File: src/rtl/exec_pkg.sv
// Shared opcode encoding and default sizing for the execution pipeline.
package exec_pkg;

    localparam int DW_DEFAULT   = 16;
    localparam int NREG_DEFAULT = 16;

    typedef enum logic [3:0] {
        OP_NOP   = 4'd0,
        OP_ADD   = 4'd1,
        OP_SUB   = 4'd2,
        OP_AND   = 4'd3,
        OP_OR    = 4'd4,
        OP_XOR   = 4'd5,
        OP_SLL   = 4'd6,
        OP_SRL   = 4'd7,
        OP_SRA   = 4'd8,
        OP_ADDI  = 4'd9,
        OP_MOV   = 4'd10,
        OP_SLT   = 4'd11,
        OP_MUL   = 4'd12,
        OP_ILL13 = 4'd13,
        OP_ILL14 = 4'd14,
        OP_ILL15 = 4'd15
    } op_e;

    // Opcodes 13..15 are reserved; they flow through as bubbles.
    function automatic logic op_legal(input op_e op);
        return op <= OP_MUL;
    endfunction

    // Only legal, non-NOP opcodes produce a writeback.
    function automatic logic op_writes(input op_e op);
        return (op != OP_NOP) && (op <= OP_MUL);
    endfunction

endpackage

File: src/rtl/seq_mul.sv
// Iterative shift-add multiplier: one partial product per cycle, DW cycles
// per operation, low DW bits of the product presented alongside done.
module seq_mul #(
    parameter int DW = 16
) (
    input  logic          clk,
    input  logic          reset,
    input  logic          start,
    input  logic [DW-1:0] a,
    input  logic [DW-1:0] b,
    output logic          done,
    output logic [DW-1:0] product
);

    localparam int CW = $clog2(DW);

    logic          running;
    logic [CW-1:0] cnt;
    logic [DW-1:0] mcand;
    logic [DW-1:0] mplier;
    logic [DW-1:0] acc;

    // Accumulator plus this step's partial product; the final step's sum is the result.
    always_comb begin
        product = acc + (mplier[0] ? mcand : '0);
    end

    assign done = running && (cnt == CW'(DW - 1));

    // Load operands on start, then consume one multiplier bit per cycle.
    always_ff @(posedge clk) begin
        if (!reset) begin
            running <= 1'b0;
            cnt     <= '0;
            mcand   <= '0;
            mplier  <= '0;
            acc     <= '0;
        end else if (start) begin
            running <= 1'b1;
            cnt     <= '0;
            mcand   <= a;
            mplier  <= b;
            acc     <= '0;
        end else if (running) begin
            acc    <= product;
            mcand  <= mcand << 1;
            mplier <= mplier >> 1;
            cnt    <= cnt + CW'(1);
            if (done) begin
                running <= 1'b0;
            end
        end
    end

endmodule

File: src/rtl/exec_pipeline.sv
// Three-stage in-order execution pipeline (decode, execute, writeback) with
// full forwarding into the S1->S2 transfer and an iterative multiplier in S2.
module exec_pipeline
    import exec_pkg::*;
#(
    parameter  int DW   = DW_DEFAULT,
    parameter  int NREG = NREG_DEFAULT,
    localparam int RW   = $clog2(NREG)
) (
    input  logic          clk,
    input  logic          reset,
    input  logic          in_valid,
    output logic          in_ready,
    input  logic [3:0]    in_op,
    input  logic [RW-1:0] in_rd,
    input  logic [RW-1:0] in_rs1,
    input  logic [RW-1:0] in_rs2,
    input  logic [DW-1:0] in_imm,
    output logic          wb_valid,
    output logic [RW-1:0] wb_rd,
    output logic [DW-1:0] wb_data,
    input  logic [RW-1:0] dbg_raddr,
    output logic [DW-1:0] dbg_rdata,
    output logic          busy,
    output logic          err
);

    localparam int SW = $clog2(DW);

    logic [DW-1:0] rf [NREG];

    logic          s1_valid;
    op_e           s1_op;
    logic [RW-1:0] s1_rd, s1_rs1, s1_rs2;
    logic [DW-1:0] s1_imm;

    logic          s2_valid;
    op_e           s2_op;
    logic [RW-1:0] s2_rd;
    logic [DW-1:0] s2_a, s2_b;

    logic          s3_valid, s3_wr;
    logic [RW-1:0] s3_rd;
    logic [DW-1:0] s3_data;

    logic          err_q;
    logic          s2_done, s1_adv, s1_ready;
    logic          s2_fwd_ok, s3_fwd_ok;
    logic          mul_start, mul_done;
    logic [DW-1:0] mul_product, alu_result, opnd_a, opnd_b;
    logic [SW-1:0] shamt;

    assign s2_done  = s2_valid && ((s2_op != OP_MUL) || mul_done);
    assign s1_adv   = !s2_valid || s2_done;
    assign s1_ready = !s1_valid || s1_adv;

    assign mul_start = s1_valid && s1_adv && (s1_op == OP_MUL);

    seq_mul #(.DW(DW)) u_mul (
        .clk     (clk),
        .reset   (reset),
        .start   (mul_start),
        .a       (opnd_a),
        .b       (opnd_b),
        .done    (mul_done),
        .product (mul_product)
    );

    assign shamt = s2_b[SW-1:0];

    // Execute-stage result for the instruction currently in S2.
    always_comb begin
        // NOTE: every output of a combinational block gets a default first so no path leaves it unassigned and infers a latch.
        alu_result = '0;
        case (s2_op)
            OP_ADD, OP_ADDI: alu_result = s2_a + s2_b;
            OP_SUB:          alu_result = s2_a - s2_b;
            OP_AND:          alu_result = s2_a & s2_b;
            OP_OR:           alu_result = s2_a | s2_b;
            OP_XOR:          alu_result = s2_a ^ s2_b;
            OP_SLL:          alu_result = s2_a << shamt;
            OP_SRL:          alu_result = s2_a >> shamt;
            OP_SRA:          alu_result = $unsigned($signed(s2_a) >>> shamt);
            OP_MOV:          alu_result = s2_b;
            OP_SLT:          alu_result = {{(DW-1){1'b0}}, ($signed(s2_a) < $signed(s2_b))};
            OP_MUL:          alu_result = mul_product;
            default:         alu_result = '0;
        endcase
    end

    // Bubbles and r0 destinations never act as forwarding sources.
    assign s2_fwd_ok = s2_done && op_writes(s2_op) && (s2_rd != '0);
    assign s3_fwd_ok = s3_valid && s3_wr && (s3_rd != '0);

    function automatic logic [DW-1:0] read_operand(input logic [RW-1:0] idx);
        if (s2_fwd_ok && (s2_rd == idx)) begin
            return alu_result;
        end else if (s3_fwd_ok && (s3_rd == idx)) begin
            return s3_data;
        end
        return rf[idx];
    endfunction

    // Operand resolution for the S1->S2 transfer; ADDI/MOV take the immediate as b.
    always_comb begin
        opnd_a = read_operand(s1_rs1);
        opnd_b = read_operand(s1_rs2);
        if ((s1_op == OP_ADDI) || (s1_op == OP_MOV)) begin
            opnd_b = s1_imm;
        end
    end

    // Stage registers and the sticky illegal-opcode flag.
    always_ff @(posedge clk) begin
        if (!reset) begin
            s1_valid <= 1'b0;
            s1_op    <= OP_NOP;
            s1_rd    <= '0;
            s1_rs1   <= '0;
            s1_rs2   <= '0;
            s1_imm   <= '0;
            s2_valid <= 1'b0;
            s2_op    <= OP_NOP;
            s2_rd    <= '0;
            s2_a     <= '0;
            s2_b     <= '0;
            s3_valid <= 1'b0;
            s3_wr    <= 1'b0;
            s3_rd    <= '0;
            s3_data  <= '0;
            err_q    <= 1'b0;
        end else begin
            // NOTE: non-blocking updates let every stage read the pre-edge value of the stage ahead of it.
            if (s1_ready) begin
                s1_valid <= in_valid;
                s1_op    <= op_e'(in_op);
                s1_rd    <= in_rd;
                s1_rs1   <= in_rs1;
                s1_rs2   <= in_rs2;
                s1_imm   <= in_imm;
            end
            if (s1_adv) begin
                s2_valid <= s1_valid;
                s2_op    <= s1_op;
                s2_rd    <= s1_rd;
                s2_a     <= opnd_a;
                s2_b     <= opnd_b;
            end
            s3_valid <= s2_done;
            s3_wr    <= s2_done && op_writes(s2_op);
            s3_rd    <= s2_rd;
            s3_data  <= alu_result;
            if (s1_valid && !op_legal(s1_op)) begin
                err_q <= 1'b1;
            end
        end
    end

    // Register file: written from S3 at the end of its writeback cycle.
    always_ff @(posedge clk) begin
        if (!reset) begin
            // NOTE: the file is built from flops rather than a RAM macro, so clearing it in reset is legal and cheap to reason about.
            for (int i = 0; i < NREG; i++) begin
                rf[i] <= '0;
            end
        end else if (wb_valid && (s3_rd != '0)) begin
            rf[s3_rd] <= s3_data;
        end
    end

    assign dbg_rdata = rf[dbg_raddr];

    // Outputs are forced quiet while reset is held, before the first reset edge lands.
    assign in_ready = reset && s1_ready;
    assign wb_valid = reset && s3_valid && s3_wr;
    assign wb_rd    = reset ? s3_rd : '0;
    assign wb_data  = reset ? s3_data : '0;
    assign busy     = reset && (s1_valid || s2_valid || s3_valid);
    assign err      = reset && err_q;

endmodule

File: config.mk
export PLATFORM = sky130hd
export DESIGN_NAME = exec_pipeline
export DESIGN_NICKNAME = d
export VERILOG_FILES = /design/src/rtl/exec_pkg.sv /design/src/rtl/seq_mul.sv /design/src/rtl/exec_pipeline.sv
export SDC_FILE = /design/constraint.sdc
export NUM_CORES = 1
export LEC_CHECK = 0
export CELL_PAD_IN_SITES_DETAIL_PLACEMENT = 0
export CELL_PAD_IN_SITES_GLOBAL_PLACEMENT = 2
export CORE_MARGIN = 3
export CORE_UTILIZATION = 26
export DETAILED_ROUTE_END_ITERATION = 10
export HOLD_SLACK_MARGIN = 0.06
export PLACE_DENSITY_LB_ADDON = 0.1
export SLEW_MARGIN = 20
export SYNTH_ARGS = -nofsm -noshare
export SYNTH_HDL_FRONTEND = slang
export SYNTH_SLANG_ARGS = --single-unit
File: constraint.sdc
create_clock -name clk -period 9.7 [get_ports clk]
set_input_delay 1.94 -clock clk [delete_from_list [all_inputs] [get_ports clk]]
set_output_delay 1.94 -clock clk [all_outputs]
set_load 0.01 [all_outputs]
==> flow_metrics.tcl <==
set metrics [dict create \
    outcome "finished, final reports clean" \
    grt_pass1_vias 21210 \
    netlist_instances 2390 \
    nets 2522 \
    cts_made_buffers 51 \
    cts_num_sinks 414 \
    grt_pass1_wl_um 162000 \
    dp_slack_ps 2890 \
    grt_max_degree 65 \
    ir_drop_v 0.000112 \
    skew_ps 28.5 \
    arrival_ps 4560 \
    met3WireLength_um 5200 \
    power_frac_comb 0.190 \
    pwr-share-seq 0.407 \
    wire_per_inst_um 29.4 \
    path_cells "buf_6 -> buf_4 -> mux4_2 -> mux4_2 -> clkdlybuf4s50_1" \
    rsz0062_at_grt "no" \
    num_vias 20291 \
    ant_nets 0 \
    synth.largest_area_cell "edfxtp_1" \
    htree_levels 2 \
    slew_headroom 0.220 \
    cts-hold-fix-buffers 0 \
    start_util 0.263 \
    crit_cells 5 \
    power.density_nw_per_um2 159 \
    drv_cap 0 \
    dp_hpwl_um 80000 \
    critPathMaxStageDelay_ps 540 \
    grt_use_total 0.205 \
    cts_tree "yes" \
    wl_met1_um 48700 \
    path_buf_inv 3 \
    clk_latency_ps 640 \
    die_x_um 330 \
    ys_async_sr_fraction 0 \
    timing.final.crit_share 0.670 \
    viasPerCell 5.30 \
    max_freq_ghz 0.154 \
    die_h_um 330 \
    crit_family "buffers and inverters" \
    io_pins 79 \
    start_kind "input port" \
    drc 0 \
    wl_met2_um 55500 \
    switching_share 0.296 \
    cpMostUsedCell "mux4_2" \
    synth-seq-area-share 0.397 \
    top_layer "met4" \
    crit_required_ps 7760 \
    clk_pin_slew_worst_paths_ps 60 \
    power_mw 5.00 \
    overflow 0 \
    power_leakage_nw 11.2 \
    antenna_found_initial 1 \
    clockBufferDepth 3 \
    rr_worst_depth 12 \
    cts_root_buf "clkbuf_16" \
    yosys.cell_types.count 95 \
    core_um2 104000 \
    synth_ff_type "edfxtp_1" \
    yosys_register_bits 414 \
    postCtsSetupRepairBufs 0 \
    post_cts_resized 0 \
    synthTopCellsByArea "edfxtp_1, mux4_2, dfxtp_1" \
    synth_top_area_frac 0.281 \
    setup_ws_ps 3200 \
    n_fill_cell 10759 \
    slowest_stage "mux4_2" \
    io_buffers 78 \
    first_iter_violations 1662 \
    p_sw_mw 1.48 \
    final_hold_viol_count 0 \
    avgSynthCellArea_um2 11.4 \
    post-synth-top-count-cell "and2_1" \
    syn_area_um2 27400 \
    synth_edf_count 256 \
    layout-drive-gt1-share 0.216 \
    hold_path_depth 2 \
    cp_max_fo 48 \
    power.share.clock 0.404 \
    drt_first_pass_iters 5 \
    die_area_um2 109000 \
    hold_class "flip-flop to flip-flop" \
    layout_min_cycle_time_ps 6500 \
    intPower_mw 3.52 \
    setup_viol 0 \
    layout-area-overhead-vs-synth_pct 15.2 \
    crit_type "input port to primary output" \
    finalSetupTns_ps 0 \
    gp_congestion 0.862 \
    slew_viol_final 0 \
    max_slew.worst_pin.slew_ps 1170 \
    setup.worst_path.end_class "primary output" \
    num_rows 118 \
    ys.warnings.count 0 \
    wirelength_um 113000 \
    synthTopCellsByCount "and2_1, mux4_2, edfxtp_1" \
]
-- sequential cells by signal, indices dropped and copies added, names as in the netlist, 4 cells and up, named ones only --
register / cells
s1_rs2: 4
s1_rd: 4
s1_imm: 16
s3_rd: 4
s2_op: 4
s3_data: 16
u_mul.cnt: 4
u_mul.acc: 16
u_mul.mplier: 16
s2_b: 16
s1_op: 4
s2_a: 16
s1_rs1: 4
rf: 256
u_mul.mcand: 16
s2_rd: 4
-- worst reg2reg max path, stage by stage (launching register included) --
cell	delay (ps)
dfxtp_1	310
buf_4	370
inv_1	520
ha_1	550
nor2b_1	190
o211ai_1	290
a211oi_1	160
o21ai_0	470
a41oi_1	340
o221a_2	330
o211ai_1	420
nor2_1	140
o41ai_1	440
-- cell type report --
class	instances	area [µm²]	area share
Antenna cell	2	5.00	0.000159
Clock inverter	23	285	0.00906
Timing Repair Buffer	151	1340	0.0425
Inverter	53	201	0.00640
Sequential cell	414	10900	0.345
Multi-Input combinational cell	1739	15600	0.496
Tap cell	1380	1730	0.0548
Clock buffer	69	1470	0.0465
-- metal layers --
| layer | up-vias | GRT usage |
|---|---|---|
| li1 | 9098 | - |
| met1 | 10474 | 0.271 |
| met2 | 578 | 0.353 |
| met3 | 141 | 0.0272 |
| met4 | 0 | 0.0552 |
| met5 | - | 0 |
-- cell families (layout without fill, tap and decap cells) --
group           Yosys count  count (layout)  synth area share
simple gates            810             810             0.153
compound gates          435             435             0.106
flops                   414             414             0.397
mux                     363             363             0.256
buf+inv                 252             296            0.0398
fa+ha+maj                73              73            0.0342
xor+xnor                 42              42            0.0134
other cells               1              18          0.000137
-- power groups by stage --
stage | clock, mW | sequential [mW] | combinational [mW]
after detailed placement | 0 | 2.07 | 0.954
after global routing | 2.14 | 2.05 | 1.01
after floorplan | 0 | 2.02 | 0.616
final | 2.02 | 2.04 | 0.949
after global placement | 0 | 2.07 | 0.957
after CTS | 2.07 | 2.04 | 0.959
-- worst paths after layout --
check                from       endpoint  slack [ps]
min reg2reg      s1_rd[3]       s1_rd[3]         450
max reg2reg       s2_b[2]       s2_b[12]        5040
min              s1_rd[3]       s1_rd[3]         450
max          dbg_raddr[0]  dbg_rdata[12]        3200
-- through the flow --
stage / utilization / hold slack, ps / instances / cell area (µm²)
4_1_cts: 0.303 / 456 / 3829 / 31500
5_1_grt: 0.303 / 476 / 3829 / 31500
3_3_place_gp: 0.286 / 444 / 3735 / 29700
3_5_place_dp: 0.286 / 448 / 3737 / 29700
6_report: 0.303 / 452 / 3831 / 31500
2_1_floorplan: - / 432 / 2405 / 27400
-- cell usage in the layout, fill, tap and decap left out, types with 11 or more instances in the layout --
cell,Yosys,routed
mux4_2,266,266
nand2_1,175,175
nand3_1,34,34
a21o_1,17,17
buf_4,6,73
a22oi_1,12,12
o21ai_0,57,45
dfxtp_1,158,149
nand2b_1,22,22
xor2_1,28,28
o211ai_1,16,16
a211oi_1,26,26
and2_1,291,290
inv_1,50,49
clkbuf_16,0,52
mux2i_1,57,57
xnor2_1,14,14
edfxtp_1,256,256
conb_1,1,16
nor3_1,32,29
nor2b_1,14,14
mux2_2,38,38
o31ai_1,11,11
a21oi_1,148,148
ha_1,70,70
clkdlybuf4s50_1,0,74
o21ai_1,16,16
nor2_1,170,168
a221oi_1,21,21
No activity file was read; power rests on OpenSTA's default activity.
